<file path="config.mk">
export PLATFORM = sky130hd
export DESIGN_NAME = inv_mix_columns_seq
export DESIGN_NICKNAME = d
export VERILOG_FILES = /design/src/rtl/inv_mix_columns_seq_pkg.sv /design/src/rtl/inv_mix_column_word.sv /design/src/rtl/inv_mix_columns_seq.sv
export SDC_FILE = /design/constraint.sdc
export NUM_CORES = 1
export LEC_CHECK = 0
export ABC_AREA = 0
export ABC_CLOCK_PERIOD_IN_PS = 3600
export CAP_MARGIN = 20
export CORE_MARGIN = 8
export CORE_UTILIZATION = 45
export DETAILED_ROUTE_END_ITERATION = 10
export GPL_ROUTABILITY_DRIVEN = 0
export PLACE_DENSITY = 0.72
export SLEW_MARGIN = 5
export SYNTH_ARGS = -nofsm -noshare
export SYNTH_HDL_FRONTEND = slang
export SYNTH_SLANG_ARGS = --single-unit
</file>
<file path="constraint.sdc">
create_clock -name Clk -period 3.6 [get_ports Clk]
set_clock_uncertainty 0.05 [all_clocks]
set_input_delay 0.72 -clock Clk [delete_from_list [all_inputs] [get_ports Clk]]
set_output_delay 0.72 -clock Clk [all_outputs]
set_load 0.005 [all_outputs]
</file>
<file path="src/rtl/inv_mix_columns_seq_pkg.sv">
// Shared GF(2^8)/AES definitions: reduction polynomial, FSM encodings and
// the xtime / constant-multiply helpers used by the column datapath.
package inv_mix_columns_seq_pkg;

    // Low byte of x^8+x^4+x^3+x+1
    localparam logic [7:0] GF_POLY = 8'h1B;

    typedef enum logic [1:0] {
        IDLE = 2'd0,
        RUN  = 2'd1,
        DONE = 2'd2
    } imcState_t;

    // Multiply by x: shift left, reduce when the old MSB falls off
    function automatic logic [7:0] xtime(input logic [7:0] b, input logic [7:0] poly);
        return {b[6:0], 1'b0} ^ (b[7] ? poly : 8'h00);
    endfunction

    // Multiply by a 4-bit constant using chained xtime; stays 8 bits wide
    function automatic logic [7:0] gfMul(input logic [7:0] b, input logic [3:0] k,
                                         input logic [7:0] poly);
        logic [7:0] x2, x4, x8;
        x2 = xtime(b, poly);
        x4 = xtime(x2, poly);
        x8 = xtime(x4, poly);
        return (k[0] ? b  : 8'h00) ^ (k[1] ? x2 : 8'h00) ^
               (k[2] ? x4 : 8'h00) ^ (k[3] ? x8 : 8'h00);
    endfunction

endpackage

</file>
<file path="src/rtl/inv_mix_column_word.sv">
// Combinational InvMixColumns for one 32-bit column; byte 0 is colIn[31:24].
module inv_mix_column_word #(
    parameter logic [7:0] GF_POLY = inv_mix_columns_seq_pkg::GF_POLY
) (
    input  logic [31:0] colIn,
    output logic [31:0] colOut
);
    import inv_mix_columns_seq_pkg::*;

    // a[i] / o[i] hold byte i of the column
    logic [3:0][7:0] a;
    logic [3:0][7:0] o;

    assign a = {colIn[7:0], colIn[15:8], colIn[23:16], colIn[31:24]};

    // Each output byte: 0E*a_i ^ 0B*a_(i+1) ^ 0D*a_(i+2) ^ 09*a_(i+3)
    for (genvar i = 0; i < 4; i++) begin : gLane
        assign o[i] = gfMul(a[i],           4'hE, GF_POLY) ^
                      gfMul(a[(i + 1) % 4], 4'hB, GF_POLY) ^
                      gfMul(a[(i + 2) % 4], 4'hD, GF_POLY) ^
                      gfMul(a[(i + 3) % 4], 4'h9, GF_POLY);
    end

    assign colOut = {o[0], o[1], o[2], o[3]};

endmodule

</file>
<file path="src/rtl/inv_mix_columns_seq.sv">
// Sequential InvMixColumns: captures a 128-bit state, then transforms one
// column per cycle through a shared column datapath. Done pulses for one
// cycle when all four columns of StateOut are valid.
module inv_mix_columns_seq #(
    parameter logic [7:0] GF_POLY = inv_mix_columns_seq_pkg::GF_POLY
) (
    input  logic         Clk,
    input  logic         Rst,
    input  logic         Start,
    input  logic [127:0] StateIn,
    output logic [127:0] StateOut,
    output logic         Busy,
    output logic         Done
);
    import inv_mix_columns_seq_pkg::*;

    imcState_t        state;
    logic [1:0]       colCnt;
    logic [3:0][31:0] inCols;   // inCols[3] is column 0 (MSBs)
    logic [3:0][31:0] resCols;
    logic [1:0]       slot;
    logic [31:0]      colIn;
    logic [31:0]      colOut;

    // Column c lives in packed slot 3-c so that column 0 is StateIn[127:96]
    assign slot  = 2'd3 - colCnt;
    assign colIn = inCols[slot];

    inv_mix_column_word #(.GF_POLY(GF_POLY)) uColumn (
        .colIn (colIn),
        .colOut(colOut)
    );

    assign StateOut = resCols;

    // Control FSM with registered Busy/Done; result written column-wise
    always_ff @(posedge Clk) begin
        if (Rst) begin
            state   <= IDLE;
            colCnt  <= 2'd0;
            inCols  <= '0;
            resCols <= '0;
            Busy    <= 1'b0;
            Done    <= 1'b0;
        end else begin
            case (state)
                IDLE, DONE: begin
                    Done <= 1'b0;
                    if (Start) begin
                        inCols <= StateIn;
                        colCnt <= 2'd0;
                        Busy   <= 1'b1;
                        state  <= RUN;
                    end else begin
                        state <= IDLE;
                    end
                end
                RUN: begin
                    resCols[slot] <= colOut;
                    colCnt        <= colCnt + 2'd1;
                    // Counter wraps to 0 here; the state change stops a fifth column
                    if (colCnt == 2'd3) begin
                        Busy  <= 1'b0;
                        Done  <= 1'b1;
                        state <= DONE;
                    end
                end
                default: begin
                    Busy  <= 1'b0;
                    Done  <= 1'b0;
                    state <= IDLE;
                end
            endcase
        end
    end

endmodule

</file>
**Yosys cells after proc, flatten, opt, wreduce, memory -nomap -nowiden**

Cells that the tools add are included.

- Register bits: 262
- Input bits: 131

- Add/sub/neg operators: 2
- $lt $le $gt $ge: 2
- Equality and inequality tests: 5
- Muxes and demuxes: 25
- Bitwise gates (word level): 53
- Reduce and logical (&&, ||, !) cells: 8

Operators with widths:

| cell | number |
|---|---|
| $xor 8x8->8 | 51 |
| $bwmux 128 | 1 |
| $bmux 32 s2 | 1 |
| $demux 32 s2 | 1 |
| $mux 32 | 2 |
| $mux 5 | 12 |
| $pmux 2 s2 | 2 |
| $xor 8x5->8 | 1 |
| $reduce_and 2->1 | 3 |
| $eq 2x2->1 const B | 2 |
| $mux 2 | 2 |
| $ne 2x2->1 const B | 2 |
| $reduce_or 2->1 | 2 |
| $lt 2x3->1 const B | 1 |
| $mux 1 | 3 |
| $add 2x1->2 const B | 1 |
| $eq 2x1->1 const B | 1 |
| $ge 2x1->1 const B | 1 |
| $logic_not 2->1 | 1 |
| $pmux 1 s2 | 1 |
| $reduce_bool 2->1 | 1 |
| $sub 2x2->2 const A | 1 |
| $logic_and 1x1->1 | 1 |
| $not 1->1 | 1 |

**Depth between registers and ports, before layout**

- Word-level depth: 14
- Mapped depth: 12

**Modules after synthesis**

Synthesis repeated with hierarchy kept, for this count alone.

- Cell total of the unflattened synthesis: 1,385
- Area total of the unflattened synthesis: 12,391.9 um2

Modules (own cells, without submodules):

| module | instances | cells an instance | area an instance (um2) | seq. area each (um2) |
|---|---|---|---|---|
| inv_mix_columns_seq | 1 | 1,189 | 10,144.7 | 5,245.0 |
| inv_mix_column_word | 1 | 196 | 2,247.2 | 0.0 |

**Worst setup path after synthesis**

OpenSTA, ideal clock, no wires.

- Path type: register to register
- Start point: register colCnt[0]
- End point: register resCols, in the netlist StateOut[12]
- Arrival time: 2.916 ns
- Path slack: 0.563 ns
- Cell stages (with the launch flop): 10
- Buffers on the path: 2
- Clock period less this slack: 3.037 ns
- Path through: dfxtp_1 -> buf_6 -> mux4_1 -> buf_4 -> xnor3_2 -> xor3_4 -> xnor3_1 -> xnor2_1 -> nand2_1 -> a21oi_1

- Longest elaborated chain between the ends: 12
- Elaborated cells on any way between the ends: 42
- Those cells by class: add/sub: 1; order compare: 2; mux: 16; bitwise: 22; reduce/logical: 1

Ends and longest elaborated chain:

| item | RTL line | text |
|---|---|---|
| from (decl) | inv_mix_columns_seq.sv:18 | `logic [1:0] colCnt;` |
| from (signal assigned) | inv_mix_columns_seq.sv:60 | `colCnt <= colCnt + 2'd1;` |
| $sub 2x2->2 (*) | inv_mix_columns_seq.sv:26 | `assign slot = 2'd3 - colCnt;` |
| $bmux 32 s2 | inv_mix_columns_seq.sv:27 | `assign colIn = inCols[slot];` |
| $mux 32 (not written as such) | inv_mix_columns_seq.sv:27 |  |
| $mux 5, or another cell as far along | inv_mix_columns_seq_pkg.sv:16 | `return {b[6:0], 1'b0} ^ (b[7] ? poly : 8'h00);` |
| $xor 8x5->8, or another cell as far along | - |  |
| $xor 8x8->8 / $mux 5 (equally long branches) | inv_mix_columns_seq_pkg.sv:16 |  |
| $xor 8x8->8 (on tied branches) | inv_mix_columns_seq_pkg.sv:26, inv_mix_columns_seq_pkg.sv:16 |  |
| $xor 8x8->8 | inv_mix_columns_seq_pkg.sv:27 | `(k[2] ? x4 : 8'h00) ^ (k[3] ? x8 : 8'h00);` |
| $xor 8x8->8 | inv_mix_column_word.sv:18 | `assign o[i] = gfMul(a[i], 4'hE, GF_POLY) ^` |
| $xor 8x8->8 | inv_mix_column_word.sv:19 | `gfMul(a[(i + 1) % 4], 4'hB, GF_POLY) ^` |
| $xor 8x8->8 | inv_mix_column_word.sv:20 | `gfMul(a[(i + 2) % 4], 4'hD, GF_POLY) ^` |
| $bwmux 128 (*) | inv_mix_columns_seq.sv:59 | `resCols[slot] <= colOut;` |
| to (signal, indexed assignment) | inv_mix_columns_seq.sv:59 |  |
| to (decl) | inv_mix_columns_seq.sv:20 | `logic [3:0][31:0] resCols;` |

Every way passes the cells marked *; elsewhere a longest branch is shown, timed or not. The select of a mux whose other input is x is not followed.
A chain may end at the register's enable or synchronous reset.

**Worst setup path after layout**

- Start point: register colCnt[0]
- End point: register resCols, in the netlist StateOut[52]

- Longest elaborated chain between the ends: 12
- Elaborated cells on any way between the ends: 42
- Those cells by class: add/sub: 1; order compare: 2; mux: 16; bitwise: 22; reduce/logical: 1

Ends and longest elaborated chain:

| item | RTL line |
|---|---|
| $sub 2x2->2 (*) | inv_mix_columns_seq.sv:26 |
| $bmux 32 s2 | inv_mix_columns_seq.sv:27 |
| $mux 32 (not written as such) | inv_mix_columns_seq.sv:27 |
| $mux 5, or another cell as far along | inv_mix_columns_seq_pkg.sv:16 |
| $xor 8x8->8 / $mux 5 (equally long branches) (2 in a row) | inv_mix_columns_seq_pkg.sv:16 |
| $xor 8x8->8 (on tied branches) | inv_mix_columns_seq_pkg.sv:26, inv_mix_columns_seq_pkg.sv:16 |
| $xor 8x8->8 | inv_mix_columns_seq_pkg.sv:27 |
| $xor 8x8->8 | inv_mix_column_word.sv:18 |
| $xor 8x8->8 | inv_mix_column_word.sv:19 |
| $xor 8x8->8 | inv_mix_column_word.sv:20 |
| $bwmux 128 (*) | inv_mix_columns_seq.sv:59 |

Marks and branches as above.

==> out/qor.csv <==
stage,metric,value,unit
run_status,status,completed,
drt,Routed Antenna Nets,0,
floorplanning,core area,0.0269,mm2
sta,fmax,291,MHz
pwr,power per cell area,601,mW/mm2
grt,remaining global-route overflow,0,
pwr,Lkg Pwr,5.88,nW
floorplanning,io pins,261,
grt,vias in the first global route,10300,
sta,slew margin rel.,0.449,
logic_synthesis,XOR/XNOR Fraction of Synth Area,0.190,
sta,Setup-failing EPs final,0,
logic_synthesis,Synth area leaders,"dfxtp_1 (43%), nand2_1 (16%), a21oi_1 (10%), xnor2_1 (9.1%), mux4_2 (4.6%)",
clock_tree,Clock Root Buffer,clkbuf_16,
critical_path,Worst EP required,4.00,ns
critical_path,CP Cell Sequence,buf_4 -> buf_4 -> mux4_1 -> buf_4 -> xnor2_1 -> xnor3_1 -> xnor3_1 -> xnor2_1 -> nand2_1 -> a21oi_1,
pwr,Sw Share,0.330,
pwr,Pint,0.00648,W
pwr,worst vdd ir,0.386,mV
final_layout,Layout Nets,1766,
sta,Tcrit/Tclk final,0.955,
critical_path,Startpoint Class,flip-flop,
clock_tree,postcts setup bufs,0,
final_layout,Fill cells,2325,
logic_synthesis,Post-Synth Adder-Cell Area,0.00408,
clock_tree,H-tree Lvls,1,
final_layout,share of layout cells above drive strength 1,0.0812,
final_layout,post-layout util,0.599,
final_layout,diode count,0,
pwr,sequential power share,0.336,
run,max-cap viol count,0,
critical_path,crit path DAT,3.84,ns
logic_synthesis,post-synthesis simple-gate area fraction,0.171,
floorplanning,die width,181,um
floorplanning,height of the die,181,um
drt,DR vias/cell,5.22,
logic_synthesis,Syn Area/Cell,8.71,um2
grt,largest net degree at the start of global routing,126,
logic_synthesis,synthesized netlist cell count,1407,
critical_path,"reg-to-reg slack, setup",0.16,ns
clock_tree,total CTS buffers,27,
clock_tree,clk slew on worst S/H paths,0.06,ns
logic_synthesis,syn nets,1542,
floorplanning,row count,60,
drt,drt wl/cell,18.5,um
drt,routed vias,10400,
grt,first-pass GRT wire length,57800,um
clock_tree,CTS tree,built,
critical_path,Setup CP Type,flip-flop to flip-flop,
sta,Final Max Slew Viols,0,
pwr,Clk pwr share,0.290,
logic_synthesis,Netlist cell types,34,
critical_path,CP dominant cell by count,buf_4,
logic_synthesis,share of the synthesized area in the top cell type,0.428,
logic_synthesis,yosys warns,0,
drt,Pre-antenna DRT Iters,5,
sta,Fin Setup TNS,0,ns
clock_tree,worst-skew pair later-pin latency,0.54,ns
place,number of I/O port buffers,260,
drt,Residual DRC,0,
grt,Global Route Usage Sum,0.217,
clock_tree,Clock Sinks,262,
sta,clock period minus worst slack,3.44,ns
grt,initial antenna violation count,1,
final_layout,area grow syn2layout,31.2,%
floorplanning,die area,0.0328,mm2
sta,final hold vios,0,
logic_synthesis,post-synthesis mux area share,0.0608,
sta,RSZ-0062 raised after global routing,false,
logic_synthesis,Seq cells post-synth,262,
logic_synthesis,Synth area leader,dfxtp_1,
drt,total wire length,36900,um
critical_path,CP Max Fanout,10,
sta,minimum hold slack,0.402,ns
clock_tree,Post-CTS Hold Buffers,0,
critical_path,Crit. End Element,flip-flop,
critical_path,CP max stage delay,0.49,ns
clock_tree,Max Root-Sink Buffers,3,
logic_synthesis,main combinational cell family by area after synthesis,XOR/XNOR gates,
drt,initial DRC count,833,
floorplanning,initial core utilization,0.456,
critical_path,"Max stage delay cell, worst path",dfxtp_2,
pwr,combinational power share,0.374,
pwr,Net Switching,0.00319,W
logic_synthesis,area fraction in compound gates after synthesis,0.106,
sta,Slew @ Worst Pin,0.827,ns
place,DP HPWL,27200,um
clock_tree,post-cts sizing count,0,
logic_synthesis,area of the mapped netlist,0.0123,mm2
hold_path,Hold Crit Class,flip-flop to flip-flop,
logic_synthesis,register area share after synthesis,0.428,
-- logic make-up after synthesis --
group,Yosys count
simple gates,542
flops,262
compound gates,258
xor+xnor,198
buf+inv,111
mux,32
fa+ha+maj,4
-- power groups by stage --
stage | Clock [W] | Combinational (W) | Sequential (W)
after global placement | 0 | 0.00354 | 0.00331
after floorplan | 0 | 0.00222 | 0.00328
after detailed placement | 0 | 0.00358 | 0.00331
after CTS | 0.00284 | 0.00360 | 0.00325
after global routing | 0.00298 | 0.00383 | 0.00327
final | 0.00281 | 0.00362 | 0.00325
-- routing by layer --
layer / track usage / routed length (um)
met5: 0 / 13
met4: 0.0617 / 879
met3: 0.0512 / 3080
met2: 0.344 / 16800
met1: 0.292 / 16100
-- cell type report --
cell class	count	area [um2]	area share
tap	341	427	0.0265
clock inverter	7	91.3	0.00568
inverter	2	7.51	0.000467
clock buffer	41	798	0.0496
sequential	262	5250	0.326
multi-input combinational	1034	6530	0.406
timing repair buffer	304	2990	0.186
-- metrics by stage --
step	instances	instance area [um2]	total power [W]	setup WS, ns
2_1_floorplan	1407	12300	0.00550	0.563
6_report	1991	16100	0.00967	0.163
4_1_cts	1991	16100	0.00969	0.173
5_1_grt	1991	16100	0.0101	0.0228
3_5_place_dp	1943	15200	0.00689	0.179
3_3_place_gp	1943	15200	0.00685	0.308
-- critical path, delay by kind of cell (launching register included) --
family                 cells  cell delay [ns]
XOR/XNOR                   4             1.58
buffers and inverters      3             0.59
flip-flops                 1             0.49
multiplexers               1             0.38
AO/OA/AOI/OAI              1             0.15
AND/OR/NAND/NOR            1             0.10
-- state kept, by name (all words and copies together), names as in the netlist --
| name | count |
|---|---|
| inCols | 128 |
| Done | 1 |
| colCnt | 2 |
| state | 2 |
| StateOut | 128 |
| Busy | 1 |
-- cells in the final DEF (no fill, tap or decap), types with 2 or more instances in the layout --
master           Yosys  routed
bufinv_16            0       2
clkbuf_1            67       7
xnor2_2              8       8
buf_12               0       4
mux4_1               6       6
xnor3_2              2       2
xnor2_1            127     127
nand2_1            508     508
xor3_1               5       5
xor2_1              25      25
clkinv_2             0       4
or4_1                4       4
xnor2_4              3       3
clkbuf_16            0      27
clkbuf_8             0       8
dfxtp_1            262     260
xor2_2               3       3
buf_4                6      40
nand3b_1             4       4
a21oi_1            255     255
mux4_2              25      25
inv_1                2       2
clkdlybuf4s50_1      0     259
and2_1               4       4
o21ai_0              2       2
dfxtp_2              0       2
ha_1                 4       4
nand3_1              8       8
xnor3_1             23      23
nor2_1               9       9
-- final timing paths --
path                  endpoint  cells after the start    startpoint
setup / recovery  StateOut[52]                     10     colCnt[0]
hold / removal    StateOut[29]                      2  StateOut[29]
setup reg to reg  StateOut[52]                     10     colCnt[0]
hold reg to reg   StateOut[29]                      2  StateOut[29]
-- cells in the mapped netlist, drive strengths merged --
| cell type | n |
|---|---|
| nand2 | 508 |
| dfxtp | 262 |
| a21oi | 255 |
| xnor2 | 138 |
| clkbuf | 67 |
| buf | 42 |
| mux4 | 32 |
| xor2 | 28 |
| xnor3 | 26 |
| nor2 | 9 |
| nand3 | 8 |
| xor3 | 6 |
| and2 | 4 |
| ha | 4 |
| nand3b | 4 |
| or4 | 4 |
| inv | 2 |
| nand2b | 2 |
| nor2b | 2 |
| o21ai | 2 |
| a22oi | 1 |
| nor3 | 1 |
Note: power is estimated with default switching activity, not from simulation.
==> RTL change 1: new RTL, same settings <==
Reset style: asynchronous (`Rst`), changed in one clocked block.
--- a/src/rtl/inv_mix_columns_seq.sv
+++ b/src/rtl/inv_mix_columns_seq.sv
@@ -34,7 +34,7 @@
     assign StateOut = resCols;
 
     // Control FSM with registered Busy/Done; result written column-wise
-    always_ff @(posedge Clk) begin
+    always_ff @(posedge Clk or posedge Rst) begin
         if (Rst) begin
             state   <= IDLE;
             colCnt  <= 2'd0;
Function: changed (a bounded check fails within 4 cycles, from zero or initial values and one cycle with Rst high; the reset may be asserted at any time).
==> RTL change 1 against the unedited design <==
  * Design area increased by 3.9%
  * Routed wire length shrank 9.6%
  * Die area rose by 1.7%
  * Setup slack got worse by 0.066 ns
  * Synthesized area rose by 1.9%
  * Sequential share of layout area grew 6.5 points
  * Sequential cell count shrank 1
  * Critical path depth decreased by 2
  * Largest cell class is now sequential cells
  * First-iteration DRC count shrank 30%
  * Non-clock buffer count down 5
Power is left out: the tool's default activity adds up to more than one toggle a clock period on the data nets, which glitch-free logic cannot reach.
==> RTL change 1: results (changes against the unedited design) <==
* Diode count at 0 (unchanged)
* GRT overflow at 0 (unchanged)
* Layout cell share with drive strength beyond 1 at 21.57% (+13 points)
* Setup bufs post-CTS at 0 (unchanged)
* Worst EP arrival at 3.85 ns (about the same)
* Max cap viols at 0 (unchanged)
* Status: finished, final reports clean
* DRT iter0 DRCs at 587 (-30%)
* Synth Net Count at 1,081 (-30%)
* Root Driver: clkbuf_16
* Port bufs at 260 (unchanged)
* Synth area leaders: dfrtp_1, mux2_2, xnor2_1
* Setup slack, reg-to-reg at 0.1 ns (-0.07 ns)
* Clock Pin Slew Worst Setup and Hold Paths at 0.06 ns (about the same)
* Initial antenna violation count at 2 (+1)
* Seq/Total Area, Yosys at 52.29% (+9.5 points)
* WHS at 0.4282 ns (+0.02659 ns)
* Final nets at 1,351 (-23%)
* Skew-Pair Late Insertion Delay at 0.54 ns (about the same)
* Worst Path Max Fanout at 11 (+1)
* First-pass GRT wire length at 52.56 mm (-9.0%)
* Final slew viol count at 0 (unchanged)
* Asr flop ratio synth at 100.0% (+100 points)
* CTS resizes at 0 (unchanged)
* Syn avg cell area at 13.20 um^2 (+51%)
* Yosys warnings at 0 (unchanged)
* Total number of vias at 8,159 (-21%)
* Post-synth cell types at 27 (-21%)
* Largest net degree at the start of global routing at 87 (-31%)
* Total CTS buffers at 28 (+3.7%)
* Cells after DPL at 1,564 (-20%)
* Hold Crit Class: reg -> reg
* Relative slew slack at 47.62% (+2.7 points)
* Vias in the first global route at 8,754 (-15%)
* Routed Wire Length at 33.37 mm (-9.6%)
* Drt pass-1 iters at 5 (unchanged)
* Non-filler instance count after layout at 1,611 (-19%)
* Placed cell areas at 15,690 um^2 (+3.2%)
* Clk buf depth at 3 (unchanged)
* Synth cell count leaders: dfrtp_1, nand2_1, mux2_2
* Tot GR Track Use at 20.09% (-1.6 points)
* H-tree Lvls at 1 (unchanged)
* Post-DP HPWL at 26.01 mm (-4.3%)
## RTL change 1: per-stage QoR
step	utilization, %	setup WS, ns
2_1_floorplan	-	-0.6116
3_3_place_gp	56.95	0.1449
3_5_place_dp	56.95	0.1375
4_1_cts	60.65	0.1123
5_1_grt	60.65	0.01162
6_report	60.65	0.09726
## RTL change 1: kinds of logic after synthesis
family,synth area share [%]
flops,52.29
mux,17.31
simple gates,4.268
fa+ha+maj,0.4007
buf+inv,2.334
xor+xnor,18.05
compound gates,5.340
## RTL change 1: path summary, 6_finish.rpt
kind                                          start                         to  cells past startpoint
min in group asynchronous                       Rst   StateOut[99]$_DFFE_PP0P_                      2
min reg2reg                StateOut[13]$_DFFE_PP0P_   StateOut[13]$_DFFE_PP0P_                      2
max in group asynchronous                       Rst     inCols[65]$_DFFE_PP0P_                      4
max                           colCnt[0]$_DFFE_PP0P_  StateOut[126]$_DFFE_PP0P_                      8
min                        StateOut[13]$_DFFE_PP0P_   StateOut[13]$_DFFE_PP0P_                      2
max reg2reg                   colCnt[0]$_DFFE_PP0P_  StateOut[126]$_DFFE_PP0P_                      8
## RTL change 1: layout make-up
class | instances | area (um^2)
Inverter | 4 | 18.77
Multi-Input combinational cell | 622 | 5684
Timing Repair Buffer | 299 | 2983
Sequential cell | 261 | 6534
Tap cell | 378 | 473.0
Fill cell | 2214 | 10840
Clock inverter | 14 | 256.5
Clock buffer | 33 | 760.7
## RTL change 1: critical path: stages (launching register included)
cell and delay, ns:
dfrtp_2 0.44, buf_4 0.25, mux4_2 0.68, xor2_1 0.69, xnor2_1 0.27, xnor3_1 0.43
xnor2_1 0.25, buf_4 0.20, o21ai_0 0.08
## RTL change 1: routing by layer
layer  wire (um)  GRT usage, %  vias up
li1            -             -     3777
met1       15050         28.21     4046
met2       15170         31.36      287
met3        2638         5.011       45
met4         493         3.870        4
met5          23             0        -
==> RTL change 2: new RTL, same flow settings <==
Without the edit above. Register the output `StateOut` once more; this adds one clock of latency there. The other outputs are not delayed to match. Comments in the files are not updated.
--- a/src/rtl/inv_mix_columns_seq.sv
+++ b/src/rtl/inv_mix_columns_seq.sv
@@ -31,7 +31,9 @@
         .colOut(colOut)
     );
 
-    assign StateOut = resCols;
+    always_ff @(posedge Clk) begin
+        StateOut <= resCols;
+    end
 
     // Control FSM with registered Busy/Done; result written column-wise
     always_ff @(posedge Clk) begin
Formal check against the unedited RTL: not equivalent (a bounded check fails within 4 cycles, from zero or initial values and one cycle with Rst high).
==> RTL change 2 against the unedited design <==
  * Global-route usage down 1.3 points
  * Sequential cell count rose by 128
  * Design area increased by 18%
  * Setup slack gained 0.041 ns
  * Routed wire length is 8.5% higher
  * Synthesized area rose by 20%
  * Power is 30% higher
==> RTL change 2: results (changes against the unedited design) <==
* Status: finished, final reports clean
* Worst vdd ir at 0.0003485 V (-9.8%)
* Hold depth at 0 (-2)
* Yosys warnings at 0 (unchanged)
* Cells after DPL at 2,136 (+9.9%)
* Lkg Pwr at 0.006952 uW (+18%)
* Setup bufs post-CTS at 0 (unchanged)
* Seq/Total Area, Yosys at 53.17% (+10 points)
* WL per Instance at 18.16 um (-2.1%)
* Clock Pin Slew Worst Setup and Hold Paths at 0.06 ns (about the same)
* First-pass GRT wire length at 62.99 mm (+9.0%)
* Synth cell count leaders: nand2_1, dfxtp_1, a21oi_1
* Hold Crit Class: reg -> reg
* CTS resizes at 0 (unchanged)
* Vias per inst at 4.949 (-5.2%)
* Skew-Pair Late Insertion Delay at between 0.5 and 0.6 ns
* Worst Max-Slew Pin Slew at 0.7651 ns (-0.06138 ns)
* Non-filler instance count after layout at 2,207 (+11%)
* Largest net degree at the start of global routing at 128 (+1.6%)
* Asr flop ratio synth at 0% (unchanged)
* Adder-cell share of the synthesized area at 0.3408% (-0.067 points)
* Synth area leaders: dfxtp_1, nand2_1, a21oi_1
* Post-DP HPWL at 28.83 mm (+6.1%)
* Worst EP arrival at 3.80 ns (-0.04 ns)
* Multiplexer area fraction after synthesis at 4.934% (-1.1 points)
* Total CTS buffers at 39 (+44%)
* Vias in the first global route at 11,320 (+9.8%)
* Syn avg cell area at 9.712 um^2 (+11%)
* Synth Area in Compound Gates at 8.947% (-1.6 points)
* Tot GR Track Use at 20.37% (-1.3 points)
* H-tree Lvls at 2 (+1)
* Final nets at 1,870 (+5.9%)
* Layout cell share with drive strength beyond 1 at 9.070% (+0.95 points)
* Biggest regs: StateOut: 128 flops, inCols: 128 flops, resCols: 128 flops
* Initial antenna violation count at 1 (unchanged)
* Post-synth cell types at 30 (-12%)
* DRT iter0 DRCs at 798 (-4.2%)
* Port bufs at 260 (unchanged)
* Post-Synth XOR/XNOR Area at 15.47% (-3.5 points)
* Root Driver: clkbuf_16
* Worst Path Max Fanout at 11 (+1)
* Synth Net Count at 1,647 (+6.8%)
* FF-to-FF path depth at 8 (-2)
* Drt pass-1 iters at 5 (unchanged)
[RTL change 2: cell type report]
class | instances | area, um^2
Tap cell | 442 | 553.0
Timing Repair Buffer | 288 | 2877
Antenna cell | 1 | 2.502
Sequential cell | 390 | 7810
Multi-Input combinational cell | 1014 | 6390
Clock buffer | 54 | 1154
Inverter | 2 | 7.507
Fill cell | 2737 | 13420
Clock inverter | 16 | 155.1
[RTL change 2: worst paths after layout]
check                                                end  slack (ns)                 startpoint
worst min register to register     StateOut[126]$_DFF_P_        0.29  resCols[126]$_SDFFE_PP0P_
worst min-delay path               StateOut[126]$_DFF_P_        0.29  resCols[126]$_SDFFE_PP0P_
worst max register to register  resCols[22]$_SDFFE_PP0P_        0.20     colCnt[0]$_SDFFE_PP0P_
worst max-delay path            resCols[22]$_SDFFE_PP0P_        0.20     colCnt[0]$_SDFFE_PP0P_
[RTL change 2: metal layers]
metal | global-route usage [%] | part of all wire [%] | vias to the layer above
met5 | 0 | 0.032 | -
met3 | 5.492 | 8.1 | 89
li1 | - | - | 5320
met2 | 33.29 | 46 | 411
met1 | 25.73 | 42 | 5100
met4 | 7.300 | 3.4 | 2
[RTL change 2: through the flow]
stage	instance area, um^2	setup WS [ns]	power [uW]	utilization, %
after CTS	18950	0.1820	12590	58.53
final	18950	0.2043	12540	58.53
after detailed placement	17640	0.2356	8549	54.48
after floorplan	14680	0.5923	7196	-
after global placement	17640	0.2544	8492	54.48
after global routing	18950	0.03878	13040	58.53
[RTL change 2: logic make-up after synthesis]
kind of cell	count (synthesis)
AND/OR/NAND/NOR	531
XOR/XNOR	185
flip-flops	390
adder cells (fa/ha/maj)	4
AO/OA/AOI/OAI	262
buffers and inverters	108
multiplexers	32
[RTL change 2: power by group]
part | total [uW] | internal, uW | leakage [uW] | switching [uW]
Clock | 4070 | 2390 | 0.000641 | 1670
Sequential | 4840 | 4670 | 0.00317 | 170
Combinational | 3640 | 1690 | 0.00314 | 1950
Total | 12500 | 8740 | 0.00695 | 3800
[RTL change 2: worst max-delay path, cell delays in order, from the launching register on]
cell and delay [ns]:
dfxtp_2 0.39, buf_4 0.27, mux4_2 0.66, xnor2_2 0.43
xor3_1 0.49, xnor2_1 0.21, xnor2_1 0.55, nand2_1 0.12
a21oi_1 0.13
